<file path="src/rtl/cordic_pkg.sv">
// Shared constants and state encoding for the CORDIC rotation (sin/cos) and
// vectoring (atan2/magnitude) engines.
package cordic_pkg;

  localparam int CORDIC_ITERS = 16;
  localparam int XY_W         = 18;
  localparam int Z_W          = 16;

  // atan(2^-i) in Q2.14 radians; from entry 5 on each value halves the previous one
  localparam logic [15:0] ATAN_TABLE [16] = '{
    16'h3244, 16'h1DAC, 16'h0FAE, 16'h07F5, 16'h03FF, 16'h0200, 16'h0100, 16'h0080,
    16'h0040, 16'h0020, 16'h0010, 16'h0008, 16'h0004, 16'h0002, 16'h0001, 16'h0000
  };

  localparam logic [15:0] CORDIC_GAIN   = 16'h26DD;
  localparam int          RAD2DEG_MUL   = 3667;
  localparam int          RAD2DEG_SHIFT = 20;

  typedef enum logic [1:0] {
    ST_IDLE = 2'd0,
    ST_ITER = 2'd1,
    ST_POST = 2'd2
  } cordic_state_e;

endpackage

</file>
<file path="src/rtl/cordic_atan_rom.sv">
// Combinational atan(2^-i) lookup, shared by the rotation and vectoring engines.
module cordic_atan_rom
  import cordic_pkg::*;
(
  input  logic [3:0]  idx_i,
  output logic [15:0] atan_o
);

  assign atan_o = ATAN_TABLE[idx_i];

endmodule

</file>
<file path="src/rtl/cordic_atan2_mag.sv">
// Iterative CORDIC vectoring engine: (x, y) in Q2.14 -> angle in integer degrees
// plus gain-corrected magnitude, one micro-rotation per clock.
module cordic_atan2_mag
  import cordic_pkg::*;
#(
  parameter int I_MAX = CORDIC_ITERS
) (
  input  logic        clk,
  input  logic        reset,
  input  logic        start,
  input  logic [15:0] i_x,
  input  logic [15:0] i_y,
  output logic [15:0] angle_output,
  output logic [15:0] magnitude_output,
  output logic        busy,
  output logic        done
);

  localparam int                    PROD_W    = XY_W + 18;
  localparam logic [3:0]            LAST_ITER = 4'(I_MAX - 1);
  localparam logic signed [31:0]    DEG_ROUND = 32'sd1 <<< (RAD2DEG_SHIFT - 1);
  localparam logic signed [PROD_W-1:0] GAIN_EXT = PROD_W'(CORDIC_GAIN);

  cordic_state_e             state_q;
  logic signed [XY_W-1:0]    x_q, y_q;
  logic signed [Z_W-1:0]     z_q;
  logic [3:0]                iter_q;
  logic signed [15:0]        offset_q;
  logic                      zero_q;
  logic [15:0]               angle_q, mag_q;
  logic                      busy_q, done_q;

  logic [15:0]               atan_w;
  logic signed [Z_W-1:0]     atan_s;
  logic signed [XY_W-1:0]    xi_ext, yi_ext, x_shift, y_shift, x_d, y_d;
  logic signed [Z_W-1:0]     z_d;

  cordic_atan_rom u_atan_rom (
    .idx_i  (iter_q),
    .atan_o (atan_w)
  );

  assign atan_s  = atan_w;
  assign xi_ext  = {{(XY_W-16){i_x[15]}}, i_x};
  assign yi_ext  = {{(XY_W-16){i_y[15]}}, i_y};
  assign x_shift = x_q >>> iter_q;
  assign y_shift = y_q >>> iter_q;

  // Drive y toward zero; both updates use the pre-iteration x and y
  always_comb begin
    x_d = x_q;
    y_d = y_q;
    z_d = z_q;
    if (!y_q[XY_W-1]) begin
      x_d = x_q + y_shift;
      y_d = y_q - x_shift;
      z_d = z_q + atan_s;
    end else begin
      x_d = x_q - y_shift;
      y_d = y_q + x_shift;
      z_d = z_q - atan_s;
    end
  end

  logic signed [PROD_W-1:0] x_ext, mag_prod, mag_full;
  logic [PROD_W-17:0]       unused_mag_bits;
  logic signed [31:0]       z_ext, deg_prod, deg_full;
  logic [15:0]              unused_deg_bits;
  logic [15:0]              angle_w;

  assign x_ext           = {{(PROD_W-XY_W){x_q[XY_W-1]}}, x_q};
  assign mag_prod        = x_ext * GAIN_EXT;
  assign mag_full        = mag_prod >>> 14;
  assign unused_mag_bits = mag_full[PROD_W-1:16];

  assign z_ext           = {{(32-Z_W){z_q[Z_W-1]}}, z_q};
  assign deg_prod        = z_ext * RAD2DEG_MUL + DEG_ROUND;
  assign deg_full        = deg_prod >>> RAD2DEG_SHIFT;
  assign unused_deg_bits = deg_full[31:16];
  assign angle_w         = deg_full[15:0] + offset_q;

  always_ff @(posedge clk or posedge reset) begin
    if (reset) begin
      state_q  <= ST_IDLE;
      x_q      <= '0;
      y_q      <= '0;
      z_q      <= '0;
      iter_q   <= '0;
      offset_q <= '0;
      zero_q   <= 1'b0;
      angle_q  <= '0;
      mag_q    <= '0;
      busy_q   <= 1'b0;
      done_q   <= 1'b0;
    end else begin
      done_q <= 1'b0;
      case (state_q)
        ST_IDLE: begin
          if (start) begin
            // Left half-plane: rotate by 180 degrees first so CORDIC stays in range
            if (i_x[15]) begin
              x_q      <= -xi_ext;
              y_q      <= -yi_ext;
              offset_q <= i_y[15] ? -16'sd180 : 16'sd180;
            end else begin
              x_q      <= xi_ext;
              y_q      <= yi_ext;
              offset_q <= '0;
            end
            z_q     <= '0;
            iter_q  <= '0;
            zero_q  <= (i_x == 16'h0000) && (i_y == 16'h0000);
            busy_q  <= 1'b1;
            state_q <= ST_ITER;
          end
        end
        ST_ITER: begin
          x_q    <= x_d;
          y_q    <= y_d;
          z_q    <= z_d;
          iter_q <= iter_q + 4'd1;
          if (iter_q == LAST_ITER) begin
            state_q <= ST_POST;
          end
        end
        ST_POST: begin
          angle_q <= zero_q ? 16'h0000 : angle_w;
          mag_q   <= zero_q ? 16'h0000 : mag_full[15:0];
          done_q  <= 1'b1;
          busy_q  <= 1'b0;
          state_q <= ST_IDLE;
        end
        default: state_q <= ST_IDLE;
      endcase
    end
  end

  assign angle_output     = angle_q;
  assign magnitude_output = mag_q;
  assign busy             = busy_q;
  assign done             = done_q;

endmodule

</file>
<file path="config.mk">
export PLATFORM = sky130hd
export DESIGN_NAME = cordic_atan2_mag
export DESIGN_NICKNAME = d
export VERILOG_FILES = /design/src/rtl/cordic_pkg.sv /design/src/rtl/cordic_atan_rom.sv /design/src/rtl/cordic_atan2_mag.sv
export SDC_FILE = /design/constraint.sdc
export NUM_CORES = 1
export LEC_CHECK = 0
export ABC_CLOCK_PERIOD_IN_PS = 9700
export CAP_MARGIN = 20
export CORE_ASPECT_RATIO = 2
export CORE_MARGIN = 5
export CORE_UTILIZATION = 65
export CTS_CLUSTER_SIZE = 25
export DETAILED_ROUTE_END_ITERATION = 16
export PLACE_DENSITY = 0.95
export SLEW_MARGIN = 5
export SYNTH_ARGS = -nofsm -noshare
export SYNTH_HDL_FRONTEND = slang
export SYNTH_SLANG_ARGS = --single-unit
</file>
<file path="constraint.sdc">
create_clock -name clk -period 9.7 [get_ports clk]
set_input_delay 0.97 -clock clk [delete_from_list [all_inputs] [get_ports clk]]
set_output_delay 0.97 -clock clk [all_outputs]
set_load 0.01 [all_outputs]
</file>
Yosys cells after proc, flatten, opt, wreduce, memory -nomap -nowiden
Memories as Yosys holds them, arrays and structs flattened.
Index checks and enable logic that the tools add are counted.

storage, ports and cells
  flip-flop bits (word level) = 109
  ROM bits = 256
  input bits = 35
  output and inout port bits = 34
  logic and storage cells = 69
  memories = 1

memories
  name             depth  width  rd ports  clocked after Yosys merged registers in  wr ports  line                  RTL
  (no name shown)  16     16     1         0                                        0         cordic_atan_rom.sv:9  assign atan_o = ATAN_TABLE[idx_i];

cells by class
  add/subtract/negate cells = 11
  $mul = 2
  magnitude comparators = 1
  eq/ne operators = 5
  shift operators = 2
  muxes and demuxes = 25
  bitwise operators = 1
  reduce and logical (&&, ||, !) cells = 10

operators with widths
  cell                      number
  $mux W16                  8
  $mux W18                  6
  $pmux W18 S2              2
  $add A18 B18 Y18          2
  $neg A16 Y18              2
  $sshr A18 B4 Y18          2
  $sub A18 B18 Y18          2
  $add A16 B16 Y16          2
  $logic_not A16 Y1         2
  $pmux W16 S2              1
  $add A29 B21 Y30 const B  1
  $mul A18 B15 Y30 const B  1
  $mul A16 B13 Y29 const B  1
  $sub A16 B16 Y16          1
  $pmux W4 S2               1
  $reduce_and A2 Y1         4
  $ge A5 B5 Y1 const B      1
  $not A4 Y5                1
  $add A4 B1 Y4 const B     1
  $eq A4 B4 Y1 const B      1
  $mux W2                   2
  $mux W4                   1
  $ne A2 B2 Y1 const B      2
  $pmux W2 S2               1
  other kinds (7)           9

Longest topological paths before layout
Gate-level depths: netlist of run 1.

  depth in word-level cells = 7
  mapped depth = 30
  mapped depth without buffers = 29

Modules after synthesis
Synthesis of run 1 repeated with hierarchy kept, for this count alone.

second synthesis, totals
  cell total of the unflattened synthesis = 2,053
  area total of the unflattened synthesis = 18,756.7 sq um

modules (own cells, without submodules)
  module            times used  cells each  area an instance (sq um)
  cordic_atan2_mag  1           2,006       18,392.6
  cordic_atan_rom   1           47          364.1

Least setup slack after synthesis of run 1
OpenSTA, ideal clock, no wires.

  kind = register to register
  start point = register z_q[6]
  end point = register angle_q[10] (netlist: angle_output[10])
  library setup time = 0.064 ns
  arrival = 6.432 ns
  data required time = 9.636 ns
  slack = 3.203 ns
  cell stages (with the launch flop) = 30
  path buffers = 0
  cell sequence = dfrtp_1 -> ha_1 -> inv_1 -> fa_1 -> inv_1 -> fa_1 -> inv_1 -> fa_1 -> inv_1 -> fa_1 -> ha_1 -> ha_1 -> a21o_1 -> a21o_1 -> a21oi_1 -> o21ai_0 -> nor3_1 -> nor2_1 -> a21oi_1 -> o21a_1 -> nor2_1 -> ha_1 -> nor2b_1 -> o21ai_0 -> nor2b_1 -> o21bai_1 -> a21o_1 -> a2111oi_0 -> o21a_1 -> a21o_1

on the way
  word-level cells in the longest chain between the ends = 4

ends and longest elaborated chain
  element                 line                     RTL
  from (decl)             cordic_atan2_mag.sv:26   logic signed [Z_W-1:0] z_q;
  from (signal assigned)  cordic_atan2_mag.sv:120  z_q <= z_d;
  $mul A16 B13 Y29        cordic_atan2_mag.sv:77   assign deg_prod = z_ext * RAD2DEG_MUL + DEG_ROUND;
  $add A29 B21 Y30        cordic_atan2_mag.sv:77
  $add A16 B16 Y16        cordic_atan2_mag.sv:80   assign angle_w = deg_full[15:0] + offset_q;
  $mux W16                cordic_atan2_mag.sv:127  angle_q <= zero_q ? 16'h0000 : angle_w;
  to (signal assigned)    cordic_atan2_mag.sv:127
  to (decl)               cordic_atan2_mag.sv:30   logic [15:0] angle_q, mag_q;

No other way between the ends.
A chain may end at the register's enable or synchronous reset.

Worst setup path after layout of run 1
  start point = register z_q[6]
  end point = register angle_q[14] (netlist: angle_output[14])

The elaborated chain is that of the path after synthesis.

==> results.txt, run 1 <==
- The initialized floorplan defines 88 standard-cell rows.
* Syn Std Cell Area: 18,700 um2
* Mean area per synthesized cell: 9.16 um2
- Sequential fraction of the synthesis area: 12.8%
- Clock-pin slew on the worst setup and hold paths: 0.07 ns
- Core Area: 28,600 um2
* Remaining number of nets flagged by the antenna check after routing: 0
* Reg2reg start: z_q[6]
- Relative to the synthesized area, the layout overhead comes to 6.98%.
- Total number of H-tree levels: 3
- CP Data Arrival Time: about 7.6 ns
- The tool flagged a number of max-cap violations equal to 0.
- Yosys warning count: 0
- Initial core utilization: between 60% and 70%
- Estimated wirelength of the detail-placed design: 37,400 um
- Counting every sink on the clock net gives 96.
- Kind of capture point of the worst setup path: flop
* CTS tree: built
- Along the worst path, the maximum fanout reaches 7.
* Worst Path Class, Setup: flop to flop
- The largest total area in the synthesized netlist belongs to sky130_fd_sc_hd__ha_1.
- The number of different library cells used by synthesis comes to 73.
- Critical Path RT: 10.02 ns
- Of the cells placed in the final design, the portion with a size suffix greater than 1 is approximately 5.4%.
- Number of antenna violations at the first check in global routing: 1
- In the final design database the tool counted 2,592 nets.
* # port buffers: 68
- Setup violations remaining at the end of the flow were counted as 0.
* Crit path buf inv count: 4
- The number of cells on the worst reg-to-reg path is 29.
- Sorting the synthesized cells by area gives the leading types as sky130_fd_sc_hd__ha_1, sky130_fd_sc_hd__fa_1, sky130_fd_sc_hd__dfrtp_1.
- Kind of cell adding the most delay to the critical path: adder cells
- The endpoint identified for the worst register-to-register timing path is angle_output[14].
* Dominant register cell in the synthesized netlist: sky130_fd_sc_hd__dfrtp_1
* Synth top area share: about a fifth
* Total detailed-routing wirelength: 47,900 um
- Deepest clock path buffer count: 2
- Setup repair after global routing left no endpoint under its margin.
* Clock latency at the later pin of the worst-skew pair: 0.39 ns
* Proportion of register bits with asynchronous set or reset after synthesis: 100%
- GRT Total Usage: 30.5%
* Final period demand of the worst path: 7.30 ns
* Die extent in x: about 130 um
- Entering global routing, the biggest net connects 62 pins.
- Total clock buffers created by CTS: 9
- WL per Instance: 19.6 um
- From bottom edge to top edge, the die measures between 200 and 250 um.
- In this run the worst hold path is classified as flop to flop.
- The worst pin sits at a relative slew slack of 26.6%.
* Number of hold violations in the final report: 0
- The die covers 32,500 um2.
* Avg Vias per Cell: 6.37
* Via total after detailed routing: 15,500
- DRC Markers: 0
* Global-route wire length before repair: 79,500 um
- In this run the register-to-register setup slack is around 2.4 ns.
* Maximum frequency from static timing analysis: 0.137 GHz
- Synthesis produced a netlist with a net count of 2,562.
- Root buffer selected by CTS: sky130_fd_sc_hd__clkbuf_16
- Max-slew violation count: 0
- The synthesized design contains 96 register bits.
* Number of top-level pins: 69
* Critical-path cell with the highest stage delay: sky130_fd_sc_hd__fa_1
- In the synthesized netlist, the number of instances is 2,043.
- Leaving out fill and tap cells, the most frequent cells in the layout are sky130_fd_sc_hd__inv_1, sky130_fd_sc_hd__ha_1, sky130_fd_sc_hd__fa_1.
* Crit start category: flop
* Source of the worst hold timing path: magnitude_output[14]
* Outcome: complete, no violations
- Skew final: 0.0109 ns
* Worst Hold Endpoint: magnitude_output[14]
* Number of synthesized flops with an enable pin: 0
- Post-CTS timing repair inserted 0 buffers for setup.
- Worst-Margin Slew: about 1.1 ns
* Most common cell after layout, fill and taps aside: sky130_fd_sc_hd__inv_1
* Iter 0 DRT Violations: 1,784
- For this run, the slowest stage of the critical path takes 0.53 ns.
- Routability-driven placement finished with a final weighted congestion of between 0.9 and 1.
- Quantity of hold-fixing buffers added after cts: 0
- Along the worst hold path, the cell count comes to 2.
* Vias in the first global route: 16,400
- Gates resized during post-CTS repair numbered 0.
- Tcrit/Tclk final: 75.3%
* Final sum of negative setup slack: 0 ns
- Length of the first detailed-routing pass in iterations: 6
- Remaining global-route overflow: 0
## metal layers
metal,routed length [um],share of wire [%],GRT usage (%)
met5,0,0,0
met4,3440,7.2,19.2
met3,4210,8.8,4.99
met2,23200,48,50.3
met1,17100,36,36.3
## worst min-delay path: cells and delay by family (launching register included)
kind,cells,cell delay [ns]
AO/OA/AOI/OAI,1,0.05
AND/OR/NAND/NOR,1,0.05
flip-flops,1,0.34
## sequential cells by signal, summed over array words and instances (netlist names), 2 cells and up
| register | cells |
|---|---|
| x_q | 18 |
| y_q | 18 |
| angle_output | 16 |
| magnitude_output | 16 |
| z_q | 16 |
| iter_q | 4 |
| offset_q | 3 |
| state_q | 2 |
## cell type report
class / instances / area (um2)
clock inverter: 5 / 63.8
timing repair buffer: 86 / 823
tap: 360 / 450
multi-input combinational: 1510 / 14700
sequential: 96 / 2400
antenna: 1 / 2.50
clock buffer: 11 / 233
inverter: 370 / 1390
fill: 1922 / 8610
## kinds of logic (layout without fill, tap and decap cells)
family                   after synthesis  count (layout)  synth area share (%)
other                                  0               1                     0
buffers and inverters                437             472                  8.95
multiplexers                          79              79                  7.25
AND/OR/NAND/NOR                      393             393                  10.1
adder cells (fa/ha/maj)              484             484                  39.8
flip-flops                            96              96                  12.8
AO/OA/AOI/OAI                        406             406                  14.1
XOR/XNOR                             148             148                  6.93
## through the flow
stage	setup slack (ns)	hold slack [ns]	instances	instance area [um2]	utilization, %
after floorplan	3.20	0.486	2043	18700	-
after global routing	1.93	0.506	2439	20000	69.9
after global placement	2.85	0.458	2421	19700	68.8
after CTS	2.46	0.483	2437	20000	69.9
final	2.40	0.479	2439	20000	69.9
after detailed placement	2.54	0.467	2421	19700	68.8
## synthesized netlist by cell type, drive strengths merged (25+ instances only)
library cell and instances:
inv 369, ha 298, fa 186, nand2 121
nor2 101, o21ai 100, dfrtp 96, a21oi 92
xor2 77, xnor2 71, mux4 44, clkbuf 43
o211ai 32, nor3 27, a21o 25, nand3 25
## worst max-delay path by stage
stage | endpoint | cells after the start | startpoint
detailed placement | angle_output[14] | 29 | z_q[6]
CTS | angle_output[14] | 29 | z_q[6]
global route | angle_output[14] | 29 | z_q[6]
finish | angle_output[14] | 29 | z_q[6]
floorplan | angle_output[10] | 29 | z_q[6]
global placement | angle_output[10] | 29 | z_q[6]
Power of run 1 is not shown: default switching activity piles up to over one toggle a cycle in this logic, so the estimate is an artifact.
==> run 2, diff against run 1 <==
Settings changed: ABC_CLOCK_PERIOD_IN_PS 9700 to 7300.
Clock period 9.7 ns to 7.3 ns, I/O delays scaled along.
==> run 2 against run 1 <==
  * Global-route usage is 0.34 points higher
  * Clock skew decreased by 0.0017 ns
  * Design area grew 0.67%
  * Flip-flop and latch count unchanged
  * Worst setup slack worse by 2.3 ns
  * Critical path depth did not move
  * Highest routed layer unchanged
  * Largest cell class unchanged
==> results.txt, run 2 (synthesis gave the netlist of run 1 again) <==
- The flow ran to the end, and the final reports show no timing, DRC or antenna violations.
- Number of antenna violations at the first check in global routing: 1
- Gp weighted congestion: about 0.99
* Number of top-level pins: 69
- Post-synthesis to final-layout area growth: 7.70%
* Area taken by multi-input logic gates: between 10,000 and 15,000 um2
- Leaving out fill and tap cells, the most frequent cell in the layout is sky130_fd_sc_hd__inv_1.
- Share of post-route cells with drive strength above 1: 6.41%
- The die is 130 um wide.
- Biggest registers after layout: x_q (18), y_q (18)
* Startpoint of the worst setup timing path: z_q[7]
- Pin count of the biggest net entering global routing: 72
- In this run the worst path has a maximum fanout of 7.
- The tree built by TritonCTS fans out to 96 sinks.
* Clock-pin slew on the worst setup and hold paths: 0.07 ns
- Core Area: about 29,000 um2
- Critical-path cell with the highest stage delay: sky130_fd_sc_hd__fa_1
* Clock latency at the later pin of the worst-skew pair: 0.38 ns
- Number of setup violations in the final report: 0
- The worst register-to-register path begins at z_q[7].
* Number of hold violations in the final report: 0
- Final period demand of the worst path: ~7.2 ns
- At the pin with the least slew margin, the transition time is 1.05 ns.
* Number of nets at the end of the flow: 2,603
- Global-route wire length before repair: 80,500 um
- Counting both buffers and inverters, the worst setup path holds a total of 4.
* Final sum of negative setup slack: 0 ns
- The max-slew violation total from the final report is 0.
- Kind of cell adding the most delay to the critical path: adder cells
- Total detailed-routing wirelength: 49,500 um
- Hold repair after CTS inserted 0 buffers.
- After legalization and detailed placement, the total HPWL measured 38,600 um.
- Kind of capture point of the worst setup path: flop
- In this run the most critical hold path is launched from angle_output[3].
- Leading cell types in the layout, fill and taps excluded: sky130_fd_sc_hd__inv_1, sky130_fd_sc_hd__ha_1, sky130_fd_sc_hd__fa_1
- Data on the critical path arrives at its endpoint at between 7 and 8 ns.
* Crit start category: flop
- The filler cells instantiated in the layout total between 1,500 and 2,000.
- Remaining number of nets flagged by the antenna check after routing: 0
* Deepest clock path buffer count: 2
- Std cell rows: between 80 and 90
- CTS built an H-tree with a depth of 3.
- WL per Instance: ~20 um
- The initial utilization of the core area, before any placement, comes to 65.4%.
* Critical Path RT: 7.62 ns
* DRC Markers: 0
- Chip height: 250 um
- Via total after detailed routing: 15,800
- In this run, the number of DRC markers left after iteration 0 of detailed routing was between 1,500 and 2,000.
- In this run, CTS created clock tree buffers numbering 9.
- Post-layout utilization of the core: 70.4%
- The path class of the tightest hold or removal check is flop to flop.
* CTS tree: built
- Length of the first detailed-routing pass in iterations: 8
* Die Footprint: 32,500 um2
- Tcrit/Tclk final: 98.5%
- Skew final: ~0.0091 ns
- The tree is rooted in a sky130_fd_sc_hd__clkbuf_16.
- Storage cell area: roughly 2400 um2
- GRT Total Usage: between 30 and 40%
- The via count of the first global-routing pass came to 16,500.
* Worst slew margin relative to its limit: 29.4%
- The critical path is of the flop to flop type.
* # port buffers: 68
* Remaining global-route overflow: 0
- Based on the critical path, the design can be clocked at up to 0.139 GHz.
- Dividing the detail-routed via count by the number of cells gives roughly 6.5.
- Delay of the slowest cell on the worst path: 0.55 ns
- Maxcap violations: 0
## run 2: path summary, 6_finish.rpt
path	endpoint	slack, ns	cells past startpoint
setup / recovery	angle_output[10]	0.11	29
hold / removal	angle_output[3]	0.49	2
setup reg to reg	angle_output[10]	0.11	29
hold reg to reg	angle_output[3]	0.49	2
max in group asynchronous	z_q[6]	5.28	3
min in group asynchronous	magnitude_output[1]	0.73	2
## run 2: timing repair
action	CTS	global route
setup buffers	0	3
resized for setup	0	12
endpoints found under the setup margin	0	7
## run 2: worst register-to-register path, delay by kind of cell, from the launching register on
kind	cells	cell delay, ns
buffers and inverters	4	0.23
and+or+nand+nor	4	0.61
adders and majority gates	8	3.33
AOI/OAI and AO/OA	13	2.51
DFF	1	0.48
## run 2: layer usage
metal	vias up	wire, um	track usage, %
li1	7073	-	-
met1	7563	17500	36.7
met2	916	24400	51.7
met3	273	4250	5.57
met4	0	3300	17.1
met5	-	0	0
## run 2: area by class of cell
cell class	count	area share, %
clock buffers	11	1.20
inverters	370	6.90
repair buffers	97	4.49
diodes	1	0.0124
multi-input cells	1510	72.9
clock inverters	5	0.279
flip-flops and latches	96	12.0
well taps	360	2.23
## run 2: stage by stage
step / setup slack [ns] / instances / hold WS, ns / cell area [um2]
CTS: 0.0464 / 2445 / 0.486 / 20100
floorplan: 0.803 / 2043 / 0.486 / 18700
finish: 0.108 / 2450 / 0.486 / 20200
global placement: 0.434 / 2429 / 0.459 / 19800
global route: -0.363 / 2450 / 0.507 / 20200
detailed placement: 0.107 / 2429 / 0.470 / 19800
Power of run 2 is left out for the same reason.
